$ cat src/rtl/mem_port_arbiter_if.sv
`default_nettype none
// ------------------------------------------------------------------
// mem_port_arbiter_if : fetch, load/store and memory-port bundle
// Rev 1.0
// ------------------------------------------------------------------
interface mem_port_arbiter_if #(
  parameter int ADDR_W = 32,
  parameter int DATA_W = 32
);
  localparam int BE_W = DATA_W / 8;

  logic              ifReq;
  logic [ADDR_W-1:0] ifAddr;
  logic              ifFlush;
  logic              ifGnt;
  logic              ifRvalid;
  logic [DATA_W-1:0] ifRdata;

  logic              lsReq;
  logic              lsWe;
  logic [ADDR_W-1:0] lsAddr;
  logic [DATA_W-1:0] lsWdata;
  logic [BE_W-1:0]   lsBe;
  logic              lsGnt;
  logic              lsRvalid;
  logic [DATA_W-1:0] lsRdata;

  logic              memReq;
  logic              memWe;
  logic [ADDR_W-1:0] memAddr;
  logic [DATA_W-1:0] memWdata;
  logic [BE_W-1:0]   memBe;
  logic              memReady;
  logic [DATA_W-1:0] memRdata;

  // Arbiter side
  modport slave (
    input  ifReq, ifAddr, ifFlush,
    input  lsReq, lsWe, lsAddr, lsWdata, lsBe,
    input  memReady, memRdata,
    output ifGnt, ifRvalid, ifRdata,
    output lsGnt, lsRvalid, lsRdata,
    output memReq, memWe, memAddr, memWdata, memBe
  );

  // Core pipeline plus memory side
  modport master (
    output ifReq, ifAddr, ifFlush,
    output lsReq, lsWe, lsAddr, lsWdata, lsBe,
    output memReady, memRdata,
    input  ifGnt, ifRvalid, ifRdata,
    input  lsGnt, lsRvalid, lsRdata,
    input  memReq, memWe, memAddr, memWdata, memBe
  );
endinterface
`default_nettype wire

$ cat src/rtl/mem_port_arbiter.sv
`default_nettype none
// ------------------------------------------------------------------
// mem_port_arbiter : shares one memory port between fetch and load/store,
// one outstanding transaction; optional fairness via ARB_FAIRNESS_EN. Rev 1.0
// ------------------------------------------------------------------
module mem_port_arbiter #(
  parameter int ADDR_W        = 32,
  parameter int DATA_W        = 32,
  parameter int MAX_LS_STREAK = 4
) (
  input  logic               clk,
  input  logic               rstN,
  mem_port_arbiter_if.slave  bus
);
  localparam int BE_W = DATA_W / 8;

  typedef enum logic [1:0] {
    IDLE    = 2'd0,
    BUSY_IF = 2'd1,
    BUSY_LS = 2'd2
  } state_t;

  state_t            state;
  state_t            state_next;
  logic              sel_cycle;
  logic              if_elig;
  logic              force_if;
  logic              grant_if;
  logic              grant_ls;
  logic              complete_if;
  logic              complete_ls;
  logic              deliver_if;
  logic              killed;

  logic              mem_req;
  logic              mem_we;
  logic [ADDR_W-1:0] mem_addr;
  logic [DATA_W-1:0] mem_wdata;
  logic [BE_W-1:0]   mem_be;
  logic              if_rvalid;
  logic [DATA_W-1:0] if_rdata;
  logic              ls_rvalid;
  logic [DATA_W-1:0] ls_rdata;

  if (MAX_LS_STREAK < 1 || MAX_LS_STREAK > 15) begin : g_bad_streak
    $error("MAX_LS_STREAK must lie within 1..15");
  end

  assign if_elig     = bus.ifReq && !bus.ifFlush;
  assign complete_if = (state == BUSY_IF) && bus.memReady;
  assign complete_ls = (state == BUSY_LS) && bus.memReady;
  // A flush on the completion cycle kills the response just like an earlier one
  assign deliver_if  = complete_if && !killed && !bus.ifFlush;

`ifdef ARB_FAIRNESS_EN
  localparam logic [3:0] STREAK_MAX = 4'(MAX_LS_STREAK);
  logic [3:0] streak;

  assign force_if = if_elig && (streak == STREAK_MAX);

  always_ff @(posedge clk or negedge rstN) begin
    if (!rstN) begin
      streak <= 4'd0;
    end else if (grant_if) begin
      streak <= 4'd0;
    end else if (grant_ls) begin
      if (!bus.ifReq)
        streak <= 4'd0;
      else if (streak != STREAK_MAX)
        streak <= streak + 4'd1;
    end
  end
`else
  assign force_if = 1'b0;
`endif

  always_ff @(posedge clk or negedge rstN) begin
    if (!rstN)
      state <= IDLE;
    else
      state <= state_next;
  end

  // Selection runs when idle and again on the completion cycle for back-to-back handoff
  always_comb begin
    state_next = state;
    sel_cycle  = 1'b0;
    grant_if   = 1'b0;
    grant_ls   = 1'b0;
    case (state)
      IDLE:             sel_cycle  = 1'b1;
      BUSY_IF, BUSY_LS: sel_cycle  = bus.memReady;
      default:          state_next = IDLE;
    endcase
    if (sel_cycle) begin
      if (bus.lsReq && !force_if) begin
        grant_ls   = 1'b1;
        state_next = BUSY_LS;
      end else if (if_elig) begin
        grant_if   = 1'b1;
        state_next = BUSY_IF;
      end else begin
        state_next = IDLE;
      end
    end
  end

  always_ff @(posedge clk or negedge rstN) begin
    if (!rstN) begin
      killed <= 1'b0;
    end else if (state == BUSY_IF && !bus.memReady) begin
      if (bus.ifFlush)
        killed <= 1'b1;
    end else begin
      killed <= 1'b0;
    end
  end

  always_ff @(posedge clk or negedge rstN) begin
    if (!rstN) begin
      mem_req   <= 1'b0;
      mem_we    <= 1'b0;
      mem_addr  <= '0;
      mem_wdata <= '0;
      mem_be    <= '0;
    end else if (grant_ls) begin
      mem_req   <= 1'b1;
      mem_we    <= bus.lsWe;
      mem_addr  <= bus.lsAddr;
      mem_wdata <= bus.lsWdata;
      mem_be    <= bus.lsBe;
    end else if (grant_if) begin
      mem_req   <= 1'b1;
      mem_we    <= 1'b0;
      mem_addr  <= bus.ifAddr;
      mem_wdata <= '0;
      mem_be    <= '1;
    end else if (complete_if || complete_ls) begin
      mem_req   <= 1'b0;
    end
  end

  always_ff @(posedge clk or negedge rstN) begin
    if (!rstN) begin
      if_rvalid <= 1'b0;
      if_rdata  <= '0;
      ls_rvalid <= 1'b0;
      ls_rdata  <= '0;
    end else begin
      if_rvalid <= deliver_if;
      ls_rvalid <= complete_ls;
      if (deliver_if)
        if_rdata <= bus.memRdata;
      // Stores leave the load-data register untouched
      if (complete_ls && !mem_we)
        ls_rdata <= bus.memRdata;
    end
  end

  assign bus.ifGnt    = grant_if;
  assign bus.lsGnt    = grant_ls;
  assign bus.ifRvalid = if_rvalid;
  assign bus.ifRdata  = if_rdata;
  assign bus.lsRvalid = ls_rvalid;
  assign bus.lsRdata  = ls_rdata;
  assign bus.memReq   = mem_req;
  assign bus.memWe    = mem_we;
  assign bus.memAddr  = mem_addr;
  assign bus.memWdata = mem_wdata;
  assign bus.memBe    = mem_be;

endmodule
`default_nettype wire
$ cat src/flat_wrapper.sv
// flat-port wrapper written by rule: the top's interface ports become plain ports
module mem_port_arbiter_flat 
#(
  parameter int ADDR_W        = 32,
  parameter int DATA_W        = 32,
  parameter int MAX_LS_STREAK = 4
)
  (clk, rstN, bus_ifReq, bus_ifAddr, bus_ifFlush, bus_lsReq, bus_lsWe, bus_lsAddr, bus_lsWdata, bus_lsBe, bus_memReady, bus_memRdata, bus_ifGnt, bus_ifRvalid, bus_ifRdata, bus_lsGnt, bus_lsRvalid, bus_lsRdata, bus_memReq, bus_memWe, bus_memAddr, bus_memWdata, bus_memBe);
  mem_port_arbiter_if #(.ADDR_W(ADDR_W), .DATA_W(DATA_W)) bus_i ();
  input  logic clk;
  input  logic rstN;
  input wire logic [$bits(bus_i.ifReq)-1:0] bus_ifReq;
  input wire logic [$bits(bus_i.ifAddr)-1:0] bus_ifAddr;
  input wire logic [$bits(bus_i.ifFlush)-1:0] bus_ifFlush;
  input wire logic [$bits(bus_i.lsReq)-1:0] bus_lsReq;
  input wire logic [$bits(bus_i.lsWe)-1:0] bus_lsWe;
  input wire logic [$bits(bus_i.lsAddr)-1:0] bus_lsAddr;
  input wire logic [$bits(bus_i.lsWdata)-1:0] bus_lsWdata;
  input wire logic [$bits(bus_i.lsBe)-1:0] bus_lsBe;
  input wire logic [$bits(bus_i.memReady)-1:0] bus_memReady;
  input wire logic [$bits(bus_i.memRdata)-1:0] bus_memRdata;
  output wire logic [$bits(bus_i.ifGnt)-1:0] bus_ifGnt;
  output wire logic [$bits(bus_i.ifRvalid)-1:0] bus_ifRvalid;
  output wire logic [$bits(bus_i.ifRdata)-1:0] bus_ifRdata;
  output wire logic [$bits(bus_i.lsGnt)-1:0] bus_lsGnt;
  output wire logic [$bits(bus_i.lsRvalid)-1:0] bus_lsRvalid;
  output wire logic [$bits(bus_i.lsRdata)-1:0] bus_lsRdata;
  output wire logic [$bits(bus_i.memReq)-1:0] bus_memReq;
  output wire logic [$bits(bus_i.memWe)-1:0] bus_memWe;
  output wire logic [$bits(bus_i.memAddr)-1:0] bus_memAddr;
  output wire logic [$bits(bus_i.memWdata)-1:0] bus_memWdata;
  output wire logic [$bits(bus_i.memBe)-1:0] bus_memBe;
  assign bus_i.ifReq = bus_ifReq;
  assign bus_i.ifAddr = bus_ifAddr;
  assign bus_i.ifFlush = bus_ifFlush;
  assign bus_i.lsReq = bus_lsReq;
  assign bus_i.lsWe = bus_lsWe;
  assign bus_i.lsAddr = bus_lsAddr;
  assign bus_i.lsWdata = bus_lsWdata;
  assign bus_i.lsBe = bus_lsBe;
  assign bus_i.memReady = bus_memReady;
  assign bus_i.memRdata = bus_memRdata;
  assign bus_ifGnt = bus_i.ifGnt;
  assign bus_ifRvalid = bus_i.ifRvalid;
  assign bus_ifRdata = bus_i.ifRdata;
  assign bus_lsGnt = bus_i.lsGnt;
  assign bus_lsRvalid = bus_i.lsRvalid;
  assign bus_lsRdata = bus_i.lsRdata;
  assign bus_memReq = bus_i.memReq;
  assign bus_memWe = bus_i.memWe;
  assign bus_memAddr = bus_i.memAddr;
  assign bus_memWdata = bus_i.memWdata;
  assign bus_memBe = bus_i.memBe;
  mem_port_arbiter #(.ADDR_W(ADDR_W), .DATA_W(DATA_W), .MAX_LS_STREAK(MAX_LS_STREAK)) u_core (.clk(clk), .rstN(rstN), .bus(bus_i));
endmodule
$ cat config.mk
export PLATFORM = sky130hd
export DESIGN_NAME = mem_port_arbiter_flat
export DESIGN_NICKNAME = d
export VERILOG_FILES = /design/src/rtl/mem_port_arbiter_if.sv /design/src/rtl/mem_port_arbiter.sv /design/src/flat_wrapper.sv
export SDC_FILE = /design/constraint.sdc
export NUM_CORES = 1
export LEC_CHECK = 0
export CORE_MARGIN = 5
export CORE_UTILIZATION = 35
export DETAILED_ROUTE_END_ITERATION = 7
export HOLD_SLACK_MARGIN = 0.12
export PLACE_DENSITY = 0.7
export SYNTH_ARGS = -nofsm -noshare
export SYNTH_HDL_FRONTEND = slang
export SYNTH_SLANG_ARGS = --single-unit
$ cat constraint.sdc
create_clock -name clk -period 2.3 [get_ports clk]
set_clock_uncertainty 0.05 [all_clocks]
set_input_delay 0.46 -clock clk [delete_from_list [all_inputs] [get_ports clk]]
set_output_delay 0.46 -clock clk [all_outputs]
set_load 0.03 [all_outputs]
### Word-level counts from Yosys, hierarchy flattened

Index checks and enable logic that the tools add are counted.

| cells by class | value |
|---|---|
| equal/unequal tests | 4 |
| multiplexer cells | 23 |
| reductions and logical operators | 17 |

Operators with widths:

| cell | number |
|---|---|
| two-way mux 32 bit | 4 |
| two-way mux 1 bit | 13 |
| two-way mux 4 bit | 2 |
| logical AND 1 bit | 7 |
| two-way mux 2 bit | 3 |
| logical NOT 1 bit | 4 |
| nonzero test 3 bit | 1 |
| OR reduction 3 bit | 1 |
| equality test 2 x 1 -> 1 bit (second input constant) | 1 |
| equality test 2 bit (second input constant) | 1 |
| logical NOT 2 bit | 1 |
| inequality test 2 x 1 -> 1 bit (second input constant) | 1 |
| inequality test 2 bit (second input constant) | 1 |
| case mux 1 bit (2 select lines) | 1 |
| nonzero test 2 bit | 1 |
| OR reduction 2 bit | 1 |
| logical OR 1 bit | 1 |

| word-level totals | value |
|---|---|
| flip-flop bits (word level) | 139 |
| input bits | 139 |
| output and inout port bits | 138 |

### Depth between registers and ports, before layout

| logic depth | value |
|---|---|
| depth in word-level cells | 7 |
| depth in mapped cells | 7 |
| depth with buffers taken out | 5 |

### Worst setup path before layout

Ideal clock, no wire load.

| path | value |
|---|---|
| kind | register to output |
| start point | register u_core.state[0] |
| end point | output bus_ifGnt |
| arrival time | 1.859 ns |
| setup slack | -0.069 ns |
| cell stages (with the launch flop) | 6 |
| path through | dfrtp_1 -> ha_1 -> or4b_4 -> buf_6 -> buf_6 -> nor2_1 |

| on the way | value |
|---|---|
| longest elaborated chain between the ends | 4 |
| elaborated cells on any way between the ends | 6 |
| those cells by class | eq/ne (2); mux (2); reduce/logical (2) |

Ends and longest elaborated chain:

| element | RTL line | RTL |
|---|---|---|
| start: declaration | mem_port_arbiter.sv:23 | `state_t state;` |
| start signal: assignment | mem_port_arbiter.sv:81 | `state <= state_next;` |
| equality test 2 x 1 -> 1 bit / equality test 2 bit (equally long branches) | mem_port_arbiter.sv:90 | `case (state)` |
| OR reduction 2 bit | n/a |  |
| case mux 1 bit (2 select lines) * | mem_port_arbiter.sv:90 |  |
| two-way mux 1 bit * | mem_port_arbiter.sv:95 | `if (sel_cycle) begin` |
| end: declaration | flat_wrapper.sv:22 | `output wire logic [$bits(bus_i.ifGnt)-1:0] bus_ifGnt;` |

Every way passes the cells marked *; elsewhere a longest branch is shown, timed or not.

### Worst setup path in the final report

| path | value |
|---|---|
| start point | input bus_lsReq |
| end point | output bus_ifGnt |

| on the way | value |
|---|---|
| longest elaborated chain between the ends | 2 |

Ends and longest elaborated chain:

| element | RTL line | RTL |
|---|---|---|
| start: declaration | flat_wrapper.sv:15 | `input wire logic [$bits(bus_i.lsReq)-1:0] bus_lsReq;` |
| two-way mux 1 bit | mem_port_arbiter.sv:96 | `if (bus.lsReq && !force_if) begin` |
| two-way mux 1 bit | mem_port_arbiter.sv:95 |  |

No other way between the ends.

==> reports/metrics.csv <==
metric;value;unit
Synth cell types;26;
I/O Buffers;276;
Clock Pin Slew Worst Setup and Hold Paths;0.05;ns
Leak;0.003968;uW
CTS Buffer Depth;2;
WP buf/inv;2;
EDFF count, synth;0;
min Tclk post-route;2.318;ns
routability cong.;0.7739;
slowest cell on the critical path;or4b_4;
met3 usage;5.379;%
Synthesized Nets;549;
end of the critical path;bus_ifGnt;
Initial Util;35.35;%
vias in the first global route;5230;
WP data required;1.79;ns
Post-synth ARST share;100.0;%
Vert. Die Dim;138.7;um
Cells after Synth;406;
Crit. Startpoint;bus_lsReq;
r2r setup slk;0.17;ns
Worst-Margin Slew;0.3890;ns
critical path depth;4;
RSZ-0062 raised after global routing;yes;
Pins Over Slew Limit;0;
DR vias/cell;5.085;
Residual DRC;0;
max_cap viols;0;
met2 Track Usage GR;31.22;%
via count;4709;
largest net degree at the start of global routing;47;
top-count cell post-synth;dfrtp_1;
first-pass GRT wire length;28.28;mm
CTS tree;yes;
worst hold path type;flop to flop;
First-pass DRT Iterations;4;
DP Cell Count;881;
Setup WS post-layout;-0.01823;ns
Area contributors post-synth;dfrtp_1 60%, mux2_2 12%, o32a_1 6.2%, o221a_1 5.6%, a22o_1 5.0%;
cts bufs inserted;17;
Layout area overhead;66.31;%
All-Layer GR Usage;18.14;%
Detail Placement HPWL;12.59;mm
post-route ant nets;0;
GRT overflow;0;
ant diodes;0;
R2R Path End;u_core.bus.memAddr[0];
DRT iter0 DRCs;146;
ratio of cells with drive above 1 in the final layout;19.97;%
clock latency at the later pin of the worst-skew pair;0.41;ns
#FFs+latches synth;139;
area leader, netlist;dfrtp_1;
power per cell area;1579;nW/um^2
hold_sp;u_core.bus.memReq;
Crit path max-delay family;simple AND/OR/NAND/NOR gates;
Hold Violations, Final;0;
Warnings, synthesis;0;
Nets;836;
Seq/Total Area, Yosys;59.97;%
GR Util met1;21.35;%
Die Area;19250;sq um
Non-Filler Instances;926;
root buf cell;clkbuf_16;
synthesized cell area;5801;sq um
number of core rows;47;
Die Wd;138.7;um
R2R depth;6;
Synth top cells by count;139 x dfrtp_1, 63 x mux2_2, 36 x o32a_1;
top_reg_cell synth;dfrtp_1;
Slew HR;73.99;%
type of origin of the critical path;primary input;
Core Region;16410;sq um
Critical Path Max Stage Delay;0.59;ns
highest clock rate;431.4;MHz
Crit. End Element;output port;
count of clock tree sinks;139;
period utilization;100.8;%
status;finished, violations left;
largest fanout on the critical path;2;
Final Util;58.80;%
Post-Route WL;17.60;mm
violated checks;setup timing;
critical-path cell list;clkdlybuf4s50_1 > or4b_4 > nor2_4 > buf_6;
Top Usage Layer GRT;met2;
Arrival @ worst endpoint;1.81;ns
I/O pin cnt;277;
H-tree depth;4;
maximum vdd drop;0.7704;mV
initial antenna violation count;0;
Final setup viols;1;
worst setup path class;primary input to output port;
share of the synthesized area in the top cell type;59.97;%
Worst R2R Start;u_core.state[0];
wire per inst;19.00;um
Avg Cell Area, Syn;14.29;sq um
-- cell families after synthesis --
logic type / share of synthesized area (%)
flip-flops: 59.97
AO/OA/AOI/OAI: 17.86
multiplexers: 12.77
AND/OR/NAND/NOR: 5.004
buffers and inverters: 3.537
adder cells (fa/ha/maj): 0.8628
-- what timing repair did --
action | CTS | global route
pin swaps | 2 | 3
gates cloned | 1 | 0
gates resized for setup | 4 | 3
setup endpoints to repair | 2 | 2
endpoints found under the hold margin | 37 | 0
buffers inserted | 10 | 1
hold buffers | 1 | 0
-- final cells by class --
class | instances | area [sq um]
Clock buffer | 18 | 439.2
Clock inverter | 14 | 132.6
Fill cell | 1269 | 6760
Inverter | 3 | 11.26
Multi-Input combinational cell | 223 | 2161
Sequential cell | 139 | 3478
Tap cell | 220 | 275.3
Timing Repair Buffer | 309 | 3149
-- flip-flops by register name, indices dropped and copies added, names as in the netlist --
name and flops:
u_core.state 2, u_core.bus.memWdata 32, u_core.bus.ifRvalid 1, u_core.bus.memBe 4
u_core.bus.ifRdata 32, u_core.bus.memAddr 32, u_core.bus.memWe 1, u_core.bus.memReq 1
u_core.bus.lsRvalid 1, u_core.killed 1, u_core.bus.lsRdata 32
-- per-layer routing --
metal  share of wire (%)  routed length [um]  vias up
met5                   0                   0        -
met4                 2.2                 395        0
met3                 6.7                1184       28
met2                  50                8855      198
met1                  41                7162     2314
li1                    -                   -     2169
-- cells in the final DEF (no fill, tap or decap), types with 6 or more instances in the layout --
| cell type | instances |
|---|---|
| inv_6 | 6 |
| mux2_2 | 63 |
| clkdlybuf4s50_1 | 273 |
| o221a_1 | 29 |
| buf_12 | 8 |
| a22o_1 | 33 |
| buf_4 | 22 |
| dfrtp_1 | 139 |
| o32a_1 | 36 |
| clkbuf_16 | 17 |
| or3_1 | 32 |
-- where the power goes --
part           switching (uW)  leakage [uW]  internal [uW]  total (uW)
Clock                    1080      0.000280           1540        2620
Sequential                743       0.00169           3630        4370
Combinational            4330       0.00200           3910        8240
-- per-stage QoR --
step | worst slack, ns | TNS, ns | cell area (sq um) | power, uW | hold slack (ns)
global placement | -0.1057 | -3.215 | 8915 | 12240 | 0.3468
detailed placement | -0.1377 | -4.522 | 8915 | 12410 | 0.3519
CTS | -0.02995 | -0.02995 | 9619 | 15330 | 0.4309
floorplan | 0.03992 | 0 | 5803 | 8872 | 0.1144
finish | -0.01823 | -0.01823 | 9647 | 15230 | 0.4229
global route | -0.06412 | -0.06412 | 9647 | 15980 | 0.4653
-- worst min-delay path by stage --
stage                            endpoint  slack (ns)  depth (start not counted)
floorplan           u_core.bus.ifRdata[0]        0.11                          0
global placement    u_core.bus.ifRdata[6]        0.35                          1
detailed placement  u_core.bus.ifRdata[6]        0.35                          1
CTS                     u_core.bus.memReq        0.43                          2
global route            u_core.bus.memReq        0.47                          2
finish                  u_core.bus.memReq        0.42                          2
-- tightest hold or removal path: cells and delay by family, from the launching register on --
| kind | cells | cell delay [ns] |
|---|---|---|
| flip-flops | 1 | 0.34 |
| AND/OR/NAND/NOR | 2 | 0.10 |
No activity file was read; power rests on OpenSTA's default activity.
